<file path="src/rtl/coffee_brew_arbiter.sv">
// rtl/coffee_brew_arbiter.sv - round-robin arbiter sequencing one shared brew/pour unit
// Grants one front-end at a time, then walks cup check, heat, pour and rinse phases.
module coffee_brew_arbiter #(
  parameter int N_REQ        = 4,
  parameter int BREW_CYCLES  = 8,
  parameter int POUR_CYCLES  = 4,
  parameter int CLEAN_CYCLES = 2,
  parameter int CUP_TIMEOUT  = 16
) (
  input  logic             clk,
  input  logic             reset,
  input  logic [N_REQ-1:0] req,
  input  logic             cup_ok,
  output logic [N_REQ-1:0] gnt,
  output logic             busy,
  output logic             heater_on,
  output logic             valve_open,
  output logic             done,
  output logic             done_ok,
  output logic [2:0]       done_id,
  output logic [2:0]       state
);

  typedef enum logic [2:0] {
    S_IDLE     = 3'd0,
    S_CUP_WAIT = 3'd1,
    S_BREW     = 3'd2,
    S_POUR     = 3'd3,
    S_CLEAN    = 3'd4
  } state_t;

  localparam int CW = 16;

  logic [2:0]       r_state, w_state_nxt;
  logic [CW-1:0]    r_cnt, w_cnt_nxt;
  logic [N_REQ-1:0] r_gnt, w_gnt_nxt;
  logic [2:0]       r_ptr, w_ptr_nxt;
  logic             r_done, w_done_nxt;
  logic             r_done_ok, w_done_ok_nxt;
  logic [2:0]       r_done_id, w_done_id_nxt;
  logic [7:0]       w_req8;
  logic [2:0]       w_idx, w_win;
  logic             w_found;

  assign w_req8 = 8'(req);

  always_comb begin
    w_state_nxt   = r_state;
    w_cnt_nxt     = r_cnt;
    w_gnt_nxt     = r_gnt;
    w_ptr_nxt     = r_ptr;
    w_done_nxt    = 1'b0;
    w_done_ok_nxt = 1'b0;
    w_done_id_nxt = 3'd0;
    w_found       = 1'b0;
    w_win         = 3'd0;
    w_idx         = 3'd0;

    // Scan starts just after the last served index so every requester gets a turn.
    for (int i = 1; i <= N_REQ; i++) begin
      w_idx = 3'((int'(r_ptr) + i) % N_REQ);
      if (!w_found && w_req8[w_idx]) begin
        w_found = 1'b1;
        w_win   = w_idx;
      end
    end

    case (r_state)
      S_IDLE: begin
        if (w_found) begin
          w_state_nxt = S_CUP_WAIT;
          w_gnt_nxt   = N_REQ'(1) << w_win;
          w_ptr_nxt   = w_win;
          w_cnt_nxt   = CW'(CUP_TIMEOUT - 1);
        end
      end
      S_CUP_WAIT: begin
        if (cup_ok) begin
          w_state_nxt = S_BREW;
          w_cnt_nxt   = CW'(BREW_CYCLES - 1);
        end else if (r_cnt == '0) begin
          w_state_nxt   = S_CLEAN;
          w_gnt_nxt     = '0;
          w_done_nxt    = 1'b1;
          w_done_id_nxt = r_ptr;
          w_cnt_nxt     = CW'(CLEAN_CYCLES - 1);
        end else begin
          w_cnt_nxt = r_cnt - CW'(1);
        end
      end
      S_BREW: begin
        if (r_cnt == '0) begin
          w_state_nxt = S_POUR;
          w_cnt_nxt   = CW'(POUR_CYCLES - 1);
        end else begin
          w_cnt_nxt = r_cnt - CW'(1);
        end
      end
      S_POUR: begin
        // A missing cup stops the pour immediately rather than finishing the count.
        if (!cup_ok || r_cnt == '0) begin
          w_state_nxt   = S_CLEAN;
          w_gnt_nxt     = '0;
          w_done_nxt    = 1'b1;
          w_done_ok_nxt = cup_ok;
          w_done_id_nxt = r_ptr;
          w_cnt_nxt     = CW'(CLEAN_CYCLES - 1);
        end else begin
          w_cnt_nxt = r_cnt - CW'(1);
        end
      end
      S_CLEAN: begin
        if (r_cnt == '0) begin
          w_state_nxt = S_IDLE;
        end else begin
          w_cnt_nxt = r_cnt - CW'(1);
        end
      end
      default: begin
        w_state_nxt = S_IDLE;
        w_gnt_nxt   = '0;
        w_cnt_nxt   = '0;
      end
    endcase
  end

  always_ff @(posedge clk or negedge reset) begin
    if (!reset) begin
      r_state   <= S_IDLE;
      r_cnt     <= '0;
      r_gnt     <= '0;
      r_ptr     <= 3'(N_REQ - 1);
      r_done    <= 1'b0;
      r_done_ok <= 1'b0;
      r_done_id <= 3'd0;
    end else begin
      r_state   <= w_state_nxt;
      r_cnt     <= w_cnt_nxt;
      r_gnt     <= w_gnt_nxt;
      r_ptr     <= w_ptr_nxt;
      r_done    <= w_done_nxt;
      r_done_ok <= w_done_ok_nxt;
      r_done_id <= w_done_id_nxt;
    end
  end

  assign gnt        = r_gnt;
  assign busy       = (r_state != S_IDLE);
  assign heater_on  = (r_state == S_BREW);
  assign valve_open = (r_state == S_POUR);
  assign done       = r_done;
  assign done_ok    = r_done_ok;
  assign done_id    = r_done_id;
  assign state      = r_state;

endmodule
</file>
<file path="config.mk">
export PLATFORM = sky130hd
export DESIGN_NAME = coffee_brew_arbiter
export DESIGN_NICKNAME = d
export VERILOG_FILES = /design/src/rtl/coffee_brew_arbiter.sv
export SDC_FILE = /design/constraint.sdc
export NUM_CORES = 1
export LEC_CHECK = 0
export CAP_MARGIN = 20
export CORE_AREA = 2 2 60 62
export DETAILED_ROUTE_END_ITERATION = 10
export DIE_AREA = 0 0 62 64
export MAX_ROUTING_LAYER = met4
export PLACE_DENSITY = 0.87
export SYNTH_ARGS = -nofsm -noshare
export SYNTH_HDL_FRONTEND = slang
export SYNTH_SLANG_ARGS = --single-unit
</file>
<file path="constraint.sdc">
create_clock -name clk -period 3.6 [get_ports clk]
set_clock_uncertainty 0.05 [all_clocks]
set_input_delay 0.72 -clock clk [delete_from_list [all_inputs] [get_ports clk]]
set_output_delay 0.72 -clock clk [all_outputs]
set_load 0.005 [all_outputs]
</file>
==> results.yml <==
sta:
  clock.fmax_ghz: 0.3575
  finalSetupTns_ns: 0
  drv_slew: 0
  timing.final.crit_share_pct: 77.70
  worst_slew_pin_slew_ns: 0.7276
  rsz0062_at_grt: "no"
  finalCriticalPeriod_ns: 2.797
  relSlewSlack_pct: 51.27
  final-setup-viol-count: 0
  hold_viol: 0
synthesis:
  yosysTopAreaCell: "dfrtp_1"
  syn_area_um2: 1919
  yosysWarnings: 0
  synth_edf_count: 0
  synth_area_per_cell_um2: 8.927
  synth_top_cell_area_share_pct: 35.20
  synth_seq_cells: 29
  synthFlopType: "dfrtp_1"
  synthTopCellsByArea: "dfrtp_1 (35%), nor2_1 (4.1%), a31oi_1 (3.9%), xnor2_1 (3.2%), nand2b_1 (2.9%)"
  async_flop_share_pct: 100.0
  ys_seq_area_share_pct: 37.94
  syn_inst: 215
  synth.net_count: 224
  yosysMostFrequentCell: "dfrtp_1"
  ys_types: 64
  synth_commonest_cells: "dfrtp_1 (27), nor2_1 (21), a31oi_1 (12), nand2_1 (12), a21oi_1 (10)"
global_routing:
  grt_first_pass_wirelength_mm: 7.569
  antenna_found_initial: 0
  grt_use_total_pct: 26.41
  grt_max_degree: 30
  grt_pass1_vias: 1615
  overflow: 0
critical_path:
  crit_arrival_ns: 2.03
  endpoint_kind: "primary output"
  cp.required_ns: 2.83
  worst_setup_path_start_kind: "flip-flop"
  r2r_end: "r_cnt[11]$_DFFE_PN0P_"
  path_class: "reg -> out"
  crit_path_start: "state[0]$_DFFE_PN0P_"
  r2r-start: "r_cnt[0]$_DFFE_PN0P_"
  crit_end: "valve_open"
  rr_worst_depth: 7
  cp_max_fo: 23
  r2r_slack_ns: 0.84
clocking:
  clock_tree.buffer_depth: 2
  cts_max_level: 2
  clock_latency_ns: 0.35
  cts_resized: 0
  postCtsSetupRepairBufs: 0
  cts_tree: "built"
  cts_num_sinks: 29
  clk_pin_slew_ns: 0.09
  root_buffer: "clkbuf_4"
  cts_buffers: 5
  cts_hold_buffers: 0
final_layout:
  final_core_util_pct: 67.35
  layout-drive-gt1-share_pct: 10.78
  nets: 240
  syn2layout_area_growth_pct: 15.25
  diodes: 0
pwr:
  power_leakage_nw: 0.8720
  vdd_drop_max_mv: 0.5194
  p_per_area_nw_per_um2: 879.5
floorplanning:
  coreArea_um2: 3284
  dieHeight_um: 64
  io-pin-count: 22
  die_area_um2: 3968
  rows: 21
  die_w_um: 62
  initial_core_util_pct: 58.44
detailed_routing:
  drtPass1Iterations: 5
  via_count: 1737
  wirelength_mm: 4.427
  drtIter0Drc: 88
  ant_nets: 0
  wl_per_cell_um: 15.92
  drc_errors: 0
  routed_via_density: 6.248
worst_hold_path:
  hold_class: "reg -> reg"
run_status:
  outcome: "finished clean"
placement:
  place_congestion: 0.8869
  dp_hpwl_mm: 3.048
  io_buffers: 20
run:
  cap_violations: 0
-- cell usage in the layout (no fill, tap or decap), types with 2 or more instances in the layout --
cell | synthesis | routed
a21o_1 | 3 | 3
a21oi_1 | 10 | 10
a31oi_1 | 12 | 12
and2_1 | 3 | 3
and3_1 | 2 | 2
buf_4 | 4 | 4
clkbuf_4 | 0 | 5
clkdlybuf4s50_1 | 0 | 20
dfrtp_1 | 27 | 27
dfstp_2 | 2 | 2
ha_1 | 2 | 2
inv_1 | 4 | 4
nand2_1 | 12 | 12
nand2b_1 | 9 | 9
nand3_1 | 5 | 5
nand3b_1 | 5 | 5
nand4b_1 | 4 | 4
nor2_1 | 21 | 21
nor2b_1 | 2 | 2
nor3_1 | 7 | 7
nor3b_1 | 2 | 2
nor4_1 | 2 | 2
nor4b_1 | 2 | 2
o211ai_1 | 5 | 5
o21a_1 | 2 | 2
o21ai_0 | 9 | 9
o21bai_1 | 2 | 2
o22ai_1 | 2 | 2
o31ai_1 | 2 | 2
or3_1 | 2 | 2
xnor2_1 | 7 | 7
-- metrics by stage --
step	worst slack, ns	area [um2]	power [mW]	hold slack, ns	std cells
4_1_cts	0.7812	2212	1.940	0.4455	278
3_5_place_dp	0.7381	2127	1.643	0.4262	270
2_1_floorplan	1.365	1919	1.369	0.3744	215
6_report	0.8030	2212	1.946	0.4476	278
3_3_place_gp	0.8060	2127	1.613	0.4279	270
5_1_grt	0.6539	2212	2.109	0.4876	278
-- kinds of logic (layout without fill, tap and decap cells) --
logic type / Yosys count / in the layout / share of synthesized area, %
mux: 2 / 2 / 1.108
flops: 29 / 29 / 37.94
other cells: 1 / 1 / 0.1954
compound gates: 64 / 64 / 22.88
fa+ha+maj: 2 / 2 / 1.304
xor+xnor: 7 / 7 / 3.194
buf+inv: 19 / 36 / 4.954
simple gates: 91 / 91 / 28.42
-- layout make-up --
cell class,count,area [um2]
Fill cell,270,1072
Sequential cell,29,728.2
Timing Repair Buffer,24,230.2
Tap cell,46,57.56
Clock buffer,7,55.05
Clock inverter,1,30.03
Multi-Input combinational cell,167,1096
Inverter,4,15.01
-- registers in the layout, summed over array words and instances, names as in the netlist --
signal	flops
done_ok	1
done	1
state	3
gnt	4
r_ptr	2
done_id	2
r_cnt	16
-- worst min-delay path by stage --
stage                                     start  cells after the start                    end
final                      r_cnt[9]$_DFFE_PN0P_                      1   r_cnt[9]$_DFFE_PN0P_
after global routing      r_cnt[15]$_DFFE_PN0P_                      1  r_cnt[15]$_DFFE_PN0P_
after CTS                  r_cnt[9]$_DFFE_PN0P_                      1   r_cnt[9]$_DFFE_PN0P_
after detailed placement  r_cnt[15]$_DFFE_PN0P_                      1  r_cnt[15]$_DFFE_PN0P_
after global placement     r_cnt[9]$_DFFE_PN0P_                      1   r_cnt[9]$_DFFE_PN0P_
after floorplan                           reset                      0         done$_DFF_PN0_
-- critical path, stage by stage, from the launching register on --
cell and delay (ns):
dfrtp_1 0.79, nor3b_1 0.31, clkdlybuf4s50_1 0.57
-- routing by layer --
metal,up-vias,GRT usage [%],share of wire [%]
li1,834,-,-
met1,820,35.19,43
met2,76,37.89,48
met3,7,7.895,7.7
met4,0,9.309,1.6
met5,-,-,0
-- power by group --
part	leakage, nW	total [mW]	internal [mW]	switching, mW
Clock	0.0455	0.287	0.166	0.121
Combinational	0.453	1.05	0.487	0.561
Sequential	0.374	0.611	0.448	0.163
No activity file was read; power rests on OpenSTA's default activity.
